==> src/rtl/pipe_skid_stage.sv <==
// Elastic pipeline stage: registered valid/ready handshake with a
// one-entry skid buffer so in_ready never depends on out_ready.
//
// Ports:
//   clk       - clock, all state updates on rising edge
//   reset     - asynchronous reset, active-low
//   flush     - synchronous clear of all held words
//   in_valid  - upstream presents a word on in
//   in_ready  - stage can accept a word this cycle (registered)
//   in        - upstream data, N bits
//   out_valid - out holds a valid word
//   out_ready - downstream accepts out this cycle
//   out       - downstream data, N bits
module pipe_skid_stage #(
    parameter int N = 32
) (
    input  logic         clk,
    input  logic         reset,
    input  logic         flush,
    input  logic         in_valid,
    output logic         in_ready,
    input  logic [N-1:0] in,
    output logic         out_valid,
    input  logic         out_ready,
    output logic [N-1:0] out
);

    // Bit 0 is main_valid, bit 1 is skid_valid; both outputs
    // therefore come straight from state flops.
    typedef enum logic [1:0] {
        EMPTY = 2'b00,
        BUSY  = 2'b01,
        FULL  = 2'b11
    } state_t;

    state_t         state_q;
    state_t         state_d;
    logic [N-1:0]   main_q;
    logic [N-1:0]   main_d;
    logic [N-1:0]   skid_q;
    logic [N-1:0]   skid_d;

    always_ff @(posedge clk or negedge reset) begin
        if (!reset) begin
            state_q <= EMPTY;
            main_q  <= '0;
            skid_q  <= '0;
        end else begin
            state_q <= state_d;
            main_q  <= main_d;
            skid_q  <= skid_d;
        end
    end

    always_comb begin
        state_d = state_q;
        main_d  = main_q;
        skid_d  = skid_q;
        unique case (state_q)
            EMPTY: begin
                if (in_valid) begin
                    main_d  = in;
                    state_d = BUSY;
                end
            end
            BUSY: begin
                if (in_valid && out_ready) begin
                    main_d = in;
                end else if (in_valid) begin
                    // Downstream stalled: park the new word.
                    skid_d  = in;
                    state_d = FULL;
                end else if (out_ready) begin
                    state_d = EMPTY;
                end
            end
            FULL: begin
                if (out_ready) begin
                    main_d  = skid_q;
                    state_d = BUSY;
                end
            end
            default: begin
                state_d = EMPTY;
            end
        endcase
        // Flush wins; data registers may keep stale contents.
        if (flush) begin
            state_d = EMPTY;
        end
    end

    assign in_ready  = ~state_q[1];
    assign out_valid = state_q[0];
    assign out       = main_q;

endmodule

==> config.mk <==
export PLATFORM = sky130hd
export DESIGN_NAME = pipe_skid_stage
export DESIGN_NICKNAME = d
export VERILOG_FILES = /design/src/rtl/pipe_skid_stage.sv
export SDC_FILE = /design/constraint.sdc
export NUM_CORES = 1
export LEC_CHECK = 0
export CAP_MARGIN = 20
export CORE_AREA = 2 2 91 75
export CTS_CLUSTER_DIAMETER = 80
export CTS_CLUSTER_SIZE = 40
export DETAILED_ROUTE_END_ITERATION = 16
export DIE_AREA = 0 0 93 77
export PLACE_DENSITY = 0.78
export SYNTH_ARGS = -nofsm -noshare
export SYNTH_HDL_FRONTEND = slang
export SYNTH_SLANG_ARGS = --single-unit
==> constraint.sdc <==
create_clock -name clk -period 2.2 [get_ports clk]
set_input_delay 0.22 -clock clk [delete_from_list [all_inputs] [get_ports clk]]
set_output_delay 0.22 -clock clk [all_outputs]
set_load 0.05 [all_outputs]
== After elaboration in Yosys (flattened, before gate mapping) ==
Cells that the tools add are included.

* Logic and storage cells: 31
* Flip-flop bits (word level): 66
* Input bits: 37
* Output and inout port bits: 34

* Eq/ne operators: 9
* Bitwise logic cells: 2
* Reduce and logical (&&, ||, !) cells: 6
* Multiplexer cells: 11

{| class="wikitable"
|+ Operator list
! operator !! count
|-
| $mux 32 || 3
|-
| $pmux 32 s3 || 1
|-
| $mux 2 || 6
|-
| $ne 3x3->1 const B || 3
|-
| $reduce_and 4->1 || 2
|-
| $ne 2x2->1 const B || 3
|-
| $pmux 2 s3 || 1
|-
| $ne 4x4->1 const B || 1
|-
| $reduce_and 3->1 || 1
|-
| $reduce_bool 3->1 || 1
|-
| $eq 2x1->1 const B || 1
|-
| $eq 2x2->1 const B || 1
|-
| $logic_not 2->1 || 1
|-
| $not 1->1 || 2
|-
| $logic_and 1x1->1 || 1
|}

== Depth between registers and ports, before layout ==
Gate-level depths: netlist of run 1.

* Depth after elaboration: 5
* Gate-level depth with buffers: 7
* Mapped depth without buffers: 5

== Worst setup path after synthesis of run 1 ==
Ideal clock, no wire load.

* Path kind: register -> register
* Start: register state_q[0]
* End: register main_q[11] (netlist: out[11])
* Path slack: -114 ps
* Clock period less this slack: 2314 ps
* Setup time: 125 ps
* Arrival time: 2189 ps
* Cell stages (with the launch flop): 7
* Path through: dfrtp_1 > inv_1 > ha_1 > or2_1 > a211oi_4 > buf_6 > mux2_2

* Word-level cells in the longest chain between the ends: 3
* Elaborated cells between the ends (all ways): 9
* Classes of those cells: eq/ne (5); mux (1); reduce/logical (3)

{| class="wikitable"
|+ Ends and longest elaborated chain
! what !! RTL line !! text
|-
| from (decl) || 36 || <nowiki>state_t state_q;</nowiki>
|-
| from (signal assigned) || 49 || <nowiki>state_q <= state_d;</nowiki>
|-
| $eq 2x1->1, or another cell as far along || 59 || <nowiki>unique case (state_q)</nowiki>
|-
| $ne 2x2->1 (no source line) or $reduce_bool 3->1 (tied branches) || n/a ||
|-
| $reduce_and 4->1 (no source line) || n/a ||
|-
| to (signal assigned) || 50 || <nowiki>main_q <= main_d;</nowiki>
|-
| to (decl) || 38 || <nowiki>logic [N-1:0] main_q;</nowiki>
|}

Several ways; a longest one is shown, not always the timed one.
A chain may end at the register's enable or synchronous reset.

== Worst setup path after layout of run 1 ==
* Start: register state_q[1]
* End: register main_q[22] (netlist: out[22])

Same word-level chain as after synthesis.

==> results.json, run 1 <==
{
  "intPower_w": 0.00383,
  "syn_avg_cell_area_um2": 15.4,
  "grtUsageTotal_pct": 17.5,
  "grt_pass1_vias": 1951,
  "nets": 312,
  "crit_required_ps": 2420,
  "drc": 0,
  "avgViaCountPerCell": 5.05,
  "synth_warnings": 0,
  "power_w": 0.00638,
  "postCtsSetupBuffers": 0,
  "synth_common_cells": "92 x mux2_2, 66 x dfrtp_1, 5 x mux2_1",
  "path_delay_family": "buffers and inverters",
  "post-place-cells": 343,
  "finalClockSkew_ps": 4.57,
  "clk_pin_slew_ps": 70,
  "busiest_layer": "met2",
  "dominantRegCellSynth": "dfrtp_1",
  "finalWorstSetupSlack_ps": 114,
  "drt_pass1_iterations": 4,
  "grt_start_max_net_pins": 48,
  "grt_use_met3_pct": 6.39,
  "hp-class": "primary input to asynchronous set/reset pin",
  "critPathMaxFanout": 27,
  "p_comb_share_pct": 50.8,
  "core_area_um2": 6250,
  "slew_headroom_pct": 63.5,
  "initialDrtViolationCount": 76,
  "yosys.cell_types.count": 21,
  "post_route_cells_drive_above_1_share_pct": 45.7,
  "fmax_mhz": 479,
  "routabilityCongestion": 0.722,
  "seqPwrFrac_pct": 33.6,
  "post-route-period-util_pct": 94.8,
  "worst_slew_pin_slew_ps": 546,
  "die_area_um2": 7160,
  "syn-num-nets": 235,
  "grt-ovfl-total": 0,
  "critPathLaunchType": "register",
  "globalRouteMet1Util_pct": 23.7,
  "port_buffers": 70,
  "timing.critical_path.buf_inv": 2,
  "cts.sinks": 66,
  "critical_path_cell_count": 6,
  "finalHoldViolCount": 0,
  "power_frac_clock_pct": 15.7,
  "ios": 71,
  "ant_nets": 0,
  "clk_latency_ps": 340,
  "fin_util_pct": 64.9,
  "start_util_pct": 47.9,
  "cpPeakStageDelay_ps": 410,
  "layout.cells.non_filler": 360,
  "fp.dieW_um": 93,
  "cts-buffers-inserted": 9,
  "wl_um": 5640,
  "finalMaxSlewViolations": 0,
  "dp_hpwl_um": 3800,
  "wire_per_inst_um": 15.7,
  "yosysMostFrequentCell": "mux2_2",
  "synth.area.top_cells": "dfrtp_1 55%, mux2_2 35%, mux2_1 1.9%",
  "num_vias": 1819,
  "r2r_cells": 6,
  "area_delta_synth_final_pct": 35.5,
  "arrival_ps": 2310,
  "die_y_um": 77,
  "p_sw_w": 0.00255,
  "met2_usage_pct": 25.9,
  "drv_cap": 0,
  "p_leak_nw": 1.69,
  "place_area_um2": 3850,
  "pre_cts_ws_ps": 116,
  "synth_top_area_share_pct": 55.2,
  "clockBufferDepth": 2,
  "grt_antenna_before_repair": 0,
  "worst_ir_drop_vdd_v": 0.000841,
  "ys_ff_latch": 66,
  "hold_buffers": 1,
  "ys_seq_area_share_pct": 55.2,
  "final.min_clock_period_ps": 2090,
  "cts.repair.resized": 0,
  "synth_edf_count": 0,
  "antenna_cells": 0,
  "power_density_nw_per_um2": 1570,
  "cp_slowest_cell": "dfrtp_1",
  "rrSetupSlack_ps": 110,
  "status": "complete, no violations",
  "syn_inst": 194,
  "swShare_pct": 39.9,
  "stdcell_area_um2": 4050,
  "netlist_area_um2": 2990,
  "cts_tree": "yes",
  "htreeDepth": 3,
  "rsz0062_at_grt": "false",
  "path_cells": "clkinvlp_4, ha_4, or2_4, a211oi_4, buf_12, mux2_2",
  "placementRows": 26,
  "async_reset_ff_share_pct": 100,
  "grt_pass1_wl_um": 9670,
  "setup_viol": 0,
  "critPathCaptureType": "register",
  "synth_area_leader_cell": "dfrtp_1",
  "ctsRootBufferMaster": "clkbuf_8",
  "path_class": "register to register"
}
## logic make-up after synthesis
logic type / count (synthesis) / share of synthesized area [%]
muxes: 98 / 36.8
AOI/OAI and AO/OA: 3 / 1.21
adders and majority gates: 4 / 1.67
buffers and inverters: 13 / 3.01
DFF: 66 / 55.2
and+or+nand+nor: 9 / 1.76
xor gates and xnor gates: 1 / 0.293
## layout by cell type (no fill, tap or decap), drive strengths merged
master and n:
a211o 1, a211oi 2, and2b 1, buf 7, bufinv 1, clkbuf 9
clkdlybuf4s50 69, clkinv 3, clkinvlp 3, dfrtp 66, dlygate4sd3 1, ha 4
inv 2, mux2 97, mux2i 1, nand2 1, nand2b 1, nand3 1
nor2 1, nor2b 1, nor3 1, or2 2, xnor2 1
## stage by stage
step	hold WS, ps	setup TNS (ps)
2_1_floorplan	-75.6	-1320
3_3_place_gp	212	0
3_5_place_dp	223	0
4_1_cts	375	0
5_1_grt	397	0
6_report	370	0
## power by group through the flow
stage | Sequential, W | Combinational (W) | Clock (W)
floorplan | 0.00319 | 0.00126 | 0
global placement | 0.00214 | 0.00321 | 0
detailed placement | 0.00216 | 0.00327 | 0
CTS | 0.00215 | 0.00327 | 0.00103
global route | 0.00223 | 0.00340 | 0.00108
finish | 0.00214 | 0.00324 | 0.000999
## worst register-to-register path, cell delays in order, from the launching register on
cell and delay (ps):
dfrtp_1 410, clkinvlp_4 160, ha_4 260, or2_4 230
a211oi_4 290, buf_12 250, mux2_2 370
## layout make-up
| class | count | area [µm²] |
|---|---|---|
| Inverter | 2 | 11.3 |
| Fill cell | 495 | 2190 |
| Tap cell | 84 | 105 |
| Timing Repair Buffer | 77 | 776 |
| Multi-Input combinational cell | 115 | 1320 |
| Clock buffer | 9 | 124 |
| Sequential cell | 66 | 1650 |
| Clock inverter | 7 | 68.8 |
## layer usage
| layer | up-vias | share of wire (%) |
|---|---|---|
| li1 | 848 | - |
| met1 | 894 | 49 |
| met2 | 63 | 43 |
| met3 | 14 | 6.2 |
| met4 | 0 | 1.6 |
| met5 | - | 0 |
## path summary, 6_finish.rpt
path,startpoint,endpoint
min in group clk,skid_q[6],skid_q[6]
max in group asynchronous,reset,out[27]
hold reg to reg,skid_q[6],skid_q[6]
hold / removal,reset,skid_q[4]
setup reg to reg,state_q[1],out[22]
setup / recovery,state_q[1],out[22]
## flip-flops by register name (all words and copies together), names as in the netlist
name / flops
state_q: 2
out: 32
skid_q: 32
(Power assumes the default switching activity.)
==> inputs of run 2 (changes only) <==
- CORE_AREA: 2 2 91 75 -> 2 2 81 68
- DIE_AREA: 0 0 93 77 -> 0 0 83 70
- DONT_BUFFER_PORTS: default -> 1
- PLACE_DENSITY: 0.78 -> 0.76
- SLEW_MARGIN: default -> 5
==> run 2 against run 1 <==
  * Design area is 17% lower
  * Via count is 13% lower
  * Maximum frequency shrank 1.7%
  * First-iteration DRC count shrank 34%
  * Non-clock buffer count is 68 lower
==> results.json, run 2 (synthesized netlist as in run 1, its figures left out) <==
{
  "status": "complete, no violations",
  "core_area_um2": 5130,
  "rsz0062_at_grt": "false",
  "post-place-cells": 255,
  "fmax_mhz": 471,
  "stdcell_area_um2": 3380,
  "p_sw_w": 0.00244,
  "final.min_clock_period_ps": 2120,
  "grt-ovfl-total": 0,
  "hp-start": "in[2]",
  "worst_ir_drop_vdd_v": 0.00100,
  "path_delay_family": "flip-flops",
  "die_y_um": 70,
  "route.top_layer_used": "met4",
  "area_delta_synth_final_pct": 12.9,
  "drv_cap": 0,
  "clockBufferDepth": 2,
  "cts.sinks": 66,
  "swShare_pct": 41.8,
  "avgViaCountPerCell": 5.82,
  "layout.cells.non_filler": 272,
  "tns_ps": 0,
  "pre_cts_ws_ps": 73.3,
  "htreeDepth": 3,
  "grtUsageTotal_pct": 19.8,
  "fillers": 377,
  "power_w": 0.00583,
  "antenna_cells": 0,
  "place_area_um2": 3140,
  "port_buffers": 0,
  "p_comb_share_pct": 26.2,
  "hp-class": "primary input to register",
  "initialDrtViolationCount": 50,
  "path_cells": "clkinvlp_4, ha_4, or2_4, a211oi_4, buf_12, mux2_2",
  "worst_slew_pin_slew_ps": 502,
  "die_area_um2": 5810,
  "drt_pass1_iterations": 4,
  "nets": 244,
  "fp.dieW_um": 83,
  "timing.critical_path.buf_inv": 2,
  "placementRows": 24,
  "cp_slowest_cell": "dfrtp_1",
  "grt_pass1_vias": 1788,
  "num_vias": 1582,
  "post-route-period-util_pct": 96.4,
  "route.met2.wl_um": 2920,
  "finalWorstSetupSlack_ps": 78.2,
  "ios": 71,
  "arrival_ps": 2330,
  "intPower_w": 0.00339,
  "holdPathStages": 1,
  "drc": 0,
  "path_class": "register to register",
  "cpPeakStageDelay_ps": 420,
  "setup_viol": 0,
  "cts.repair.resized": 0,
  "finalMaxSlewViolations": 0,
  "wire_per_inst_um": 19.7,
  "r2r_cells": 6,
  "critPathCaptureType": "register",
  "final_cell_mix": "83 x mux2_2, 65 x dfrtp_1, 12 x mux2_4, 12 x clkbuf_8, 5 x buf_4",
  "dp_hpwl_um": 3750,
  "grt_pass1_wl_um": 8850,
  "routabilityCongestion": 0.748,
  "power_frac_clock_pct": 17.4,
  "slew_headroom_pct": 66.6,
  "ctsRootBufferMaster": "clkbuf_8",
  "p_leak_nw": 1.45,
  "wl_met3_um": 371,
  "finalClockSkew_ps": 6.75,
  "reg2reg_from": "state_q[1]",
  "r2r_end": "out[19]",
  "min_to": "skid_q[2]",
  "grt_start_max_net_pins": 67,
  "critPathLaunchType": "register",
  "ant_nets": 0,
  "critPathMaxFanout": 17,
  "grt_antenna_before_repair": 0,
  "cts_tree": "yes",
  "seqPwrFrac_pct": 56.4,
  "power_density_nw_per_um2": 1730,
  "post_route_cells_drive_above_1_share_pct": 59.9,
  "clk_latency_ps": 330,
  "finalHoldViolCount": 0,
  "wl_um": 5370,
  "start_util_pct": 58.3,
  "rrSetupSlack_ps": 80,
  "clk_pin_slew_ps": 60,
  "final_common_cell": "mux2_2",
  "crit_required_ps": 2410,
  "cts-buffers-inserted": 9,
  "cp-startpoint": "state_q[1]",
  "wl_met1_um": 2050
}
[run 2: cell count changes in the layout (fill, tap and decap cells not counted), moves of 2 or more]
cell	change
clkdlybuf4s50_1	-69
clkinv_2	-2
clkinvlp_4	-2
clkbuf_8	+3
[run 2: per-stage QoR]
stage | hold slack (ps) | util (%)
2_1_floorplan | -75.6 | -
3_3_place_gp | -74.2 | 61.1
3_5_place_dp | -74.4 | 61.1
6_report | 29.5 | 65.8
5_1_grt | 0.301 | 65.8
4_1_cts | 11.1 | 65.8
[run 2: layer usage]
metal,global-route usage (%),vias up
met2,36.0,48
met5,0,-
met4,4.37,0
met3,9.69,4
met1,20.7,822
li1,-,708
[run 2: repair_timing]
item / in CTS / in global routing
hold buffers: 2 / 0
setup buffers: 0 / 0
hold endpoints to repair: 66 / 0
[run 2: cell type report]
class	count	area, µm²	area share [%]
repair buffers	9	115	3.41
multi-input cells	115	1310	38.9
flip-flops and latches	66	1650	48.9
clock buffers	13	169	5.00
well taps	65	81.3	2.41
inverters	2	11.3	0.333
clock inverters	2	35.0	1.04
[run 2: worst register-to-register path, cell delays in order (launching register included)]
cell        delay (ps)
dfrtp_1            420
clkinvlp_4         160
ha_4               260
or2_4              240
a211oi_4           340
buf_12             220
mux2_2             370
[run 2: worst max path at each step]
stage                   end  slack [ps]  cells past startpoint
finish              out[19]          80                      6
global route        out[19]           3                      6
CTS                 out[19]          50                      6
detailed placement  out[19]          70                      6
global placement    out[17]         170                      6
floorplan           out[10]         -50                      6
[run 2: power by group through the flow]
stage / sequential (W) / clock (W) / combinational [W]
2_1_floorplan: 0.00319 / 0 / 0.00126
3_3_place_gp: 0.00326 / 0 / 0.00142
3_5_place_dp: 0.00331 / 0 / 0.00152
4_1_cts: 0.00329 / 0.00105 / 0.00156
5_1_grt: 0.00335 / 0.00110 / 0.00165
6_report: 0.00328 / 0.00101 / 0.00153
==> inputs of run 3 (changes only) <==
- CORE_AREA: 2 2 81 68 -> 2 2 86 71
- DIE_AREA: 0 0 83 70 -> 0 0 88 73
- PLACE_DENSITY: 0.76 -> 0.69
==> run 3 against run 2 <==
  * Wire length is 2.5% higher
  * Global-route usage decreased by 0.91 points
  * Hold slack lost 6.0 ps
  * Utilization is 4.9 points lower
  * Design area increased by 2.1%
  * Clock skew about the same
  * Die area up 11%
==> results.json, run 3 (synthesized netlist as in run 1, its figures left out) <==
{
  "status": "complete, no violations",
  "core_area_um2": 5660,
  "routabilityCongestion": 0.741,
  "drv_cap": 0,
  "ant_nets": 0,
  "p_leak_nw": 1.47,
  "stdcell_area_um2": 3450,
  "die_y_um": 73,
  "layout.cells.non_filler": 291,
  "grt_antenna_before_repair": 0,
  "cts.repair.resized": 0,
  "wl_um": 5500,
  "power_density_nw_per_um2": 1740,
  "placementRows": 25,
  "ctsRootBufferMaster": "clkbuf_8",
  "rrSetupSlack_ps": 80,
  "final.min_clock_period_ps": 2120,
  "wire_per_inst_um": 18.9,
  "clk_latency_ps": 330,
  "critPathCaptureType": "register",
  "port_buffers": 0,
  "ios": 71,
  "fin_util_pct": 60.9,
  "die_area_um2": 6420,
  "hp-class": "primary input to register",
  "critPathMaxFanout": 16,
  "clockBufferDepth": 2,
  "nets": 246,
  "drc": 0,
  "post_route_cells_drive_above_1_share_pct": 59.0,
  "htreeDepth": 3,
  "grt_pass1_wl_um": 9000,
  "drt_pass1_iterations": 4,
  "num_vias": 1595,
  "place_area_um2": 3160,
  "worst_slew_pin_slew_ps": 510,
  "finalClockSkew_ps": 7.20,
  "final_common_cell": "mux2_2",
  "dp_hpwl_um": 3750,
  "cts_tree": "yes",
  "initialDrtViolationCount": 39,
  "post-route-period-util_pct": 96.3,
  "fp.dieW_um": 88,
  "setup_viol": 0,
  "grt_start_max_net_pins": 67,
  "cts.sinks": 66,
  "finalHoldViolCount": 0,
  "avgViaCountPerCell": 5.48,
  "grtUsageTotal_pct": 18.9,
  "final_cell_mix": "83 x mux2_2, 65 x dfrtp_1, 12 x mux2_4",
  "slew_headroom_pct": 66.0,
  "arrival_ps": 2340,
  "post-place-cells": 271,
  "grt_pass1_vias": 1796,
  "path_class": "register to register",
  "antenna_cells": 0,
  "start_util_pct": 52.8,
  "clk_pin_slew_ps": 70,
  "area_delta_synth_final_pct": 15.2,
  "power_w": 0.00600,
  "critPathLaunchType": "register",
  "fmax_mhz": 472,
  "finalMaxSlewViolations": 0,
  "cts-buffers-inserted": 9,
  "crit_required_ps": 2420,
  "rsz0062_at_grt": "false",
  "grt-ovfl-total": 0,
  "worst_ir_drop_vdd_v": 0.000831
}
run 3: cell types whose count changed in the layout (fill, tap and decap cells not counted):
| cell | before | now |
|---|---|---|
| clkbuf_1 | 1 | 2 |
| clkbuf_8 | 12 | 9 |
| clkinvlp_4 | 1 | 2 |
| dlygate4sd3_1 | 1 | 3 |
| bufinv_16 | 1 | 3 |
run 3: metrics by stage:
stage / setup TNS, ps / hold WS [ps] / setup WS, ps
3_5_place_dp: 0 / -74.3 / 92.4
2_1_floorplan: -1320 / -75.6 / -46.8
3_3_place_gp: 0 / -74.0 / 171
6_report: 0 / 23.5 / 82.3
4_1_cts: 0 / 1.51 / 83.5
5_1_grt: 0 / 0.279 / 13.5
run 3: cell type report:
cell class	count	area, µm²
Fill cell	413	2210
Sequential cell	66	1650
Multi-Input combinational cell	115	1310
Timing Repair Buffer	11	135
Clock buffer	11	131
Clock inverter	5	103
Tap cell	81	101
Inverter	2	11.3
run 3: power by group:
part | leakage (nW) | switching [W] | internal [W]
combinational | 0.570 | 0.000555 | 0.000967
clock | 0.114 | 0.000442 | 0.000752
sequential | 0.782 | 0.00147 | 0.00181
run 3: critical path: stages, from the launching register on:
cell,delay [ps]
dfrtp_1,430
clkinvlp_4,170
ha_4,260
or2_4,240
a211oi_4,340
buf_12,210
mux2_2,350
run 3: path summary, 6_finish.rpt:
path,start,endpoint,depth (start not counted)
setup / recovery,state_q[1],out[17],6
hold / removal,in[6],skid_q[6],1
setup reg to reg,state_q[1],out[17],6
hold reg to reg,skid_q[6],skid_q[6],1
max in group asynchronous,reset,skid_q[13],2
min in group asynchronous,reset,out[29],2
run 3: layer usage:
metal / vias to the layer above / global-route usage, % / wire (µm)
met4: 0 / 5.81 / 40
li1: 715 / - / -
met2: 56 / 32.4 / 2930
met3: 4 / 10.3 / 482
met5: - / 0 / 0
met1: 820 / 20.0 / 2050
run 3: repair_timing:
action                    CTS  global route
hold buffers                2             2
setup buffers               0             0
hold endpoints to repair   66             2
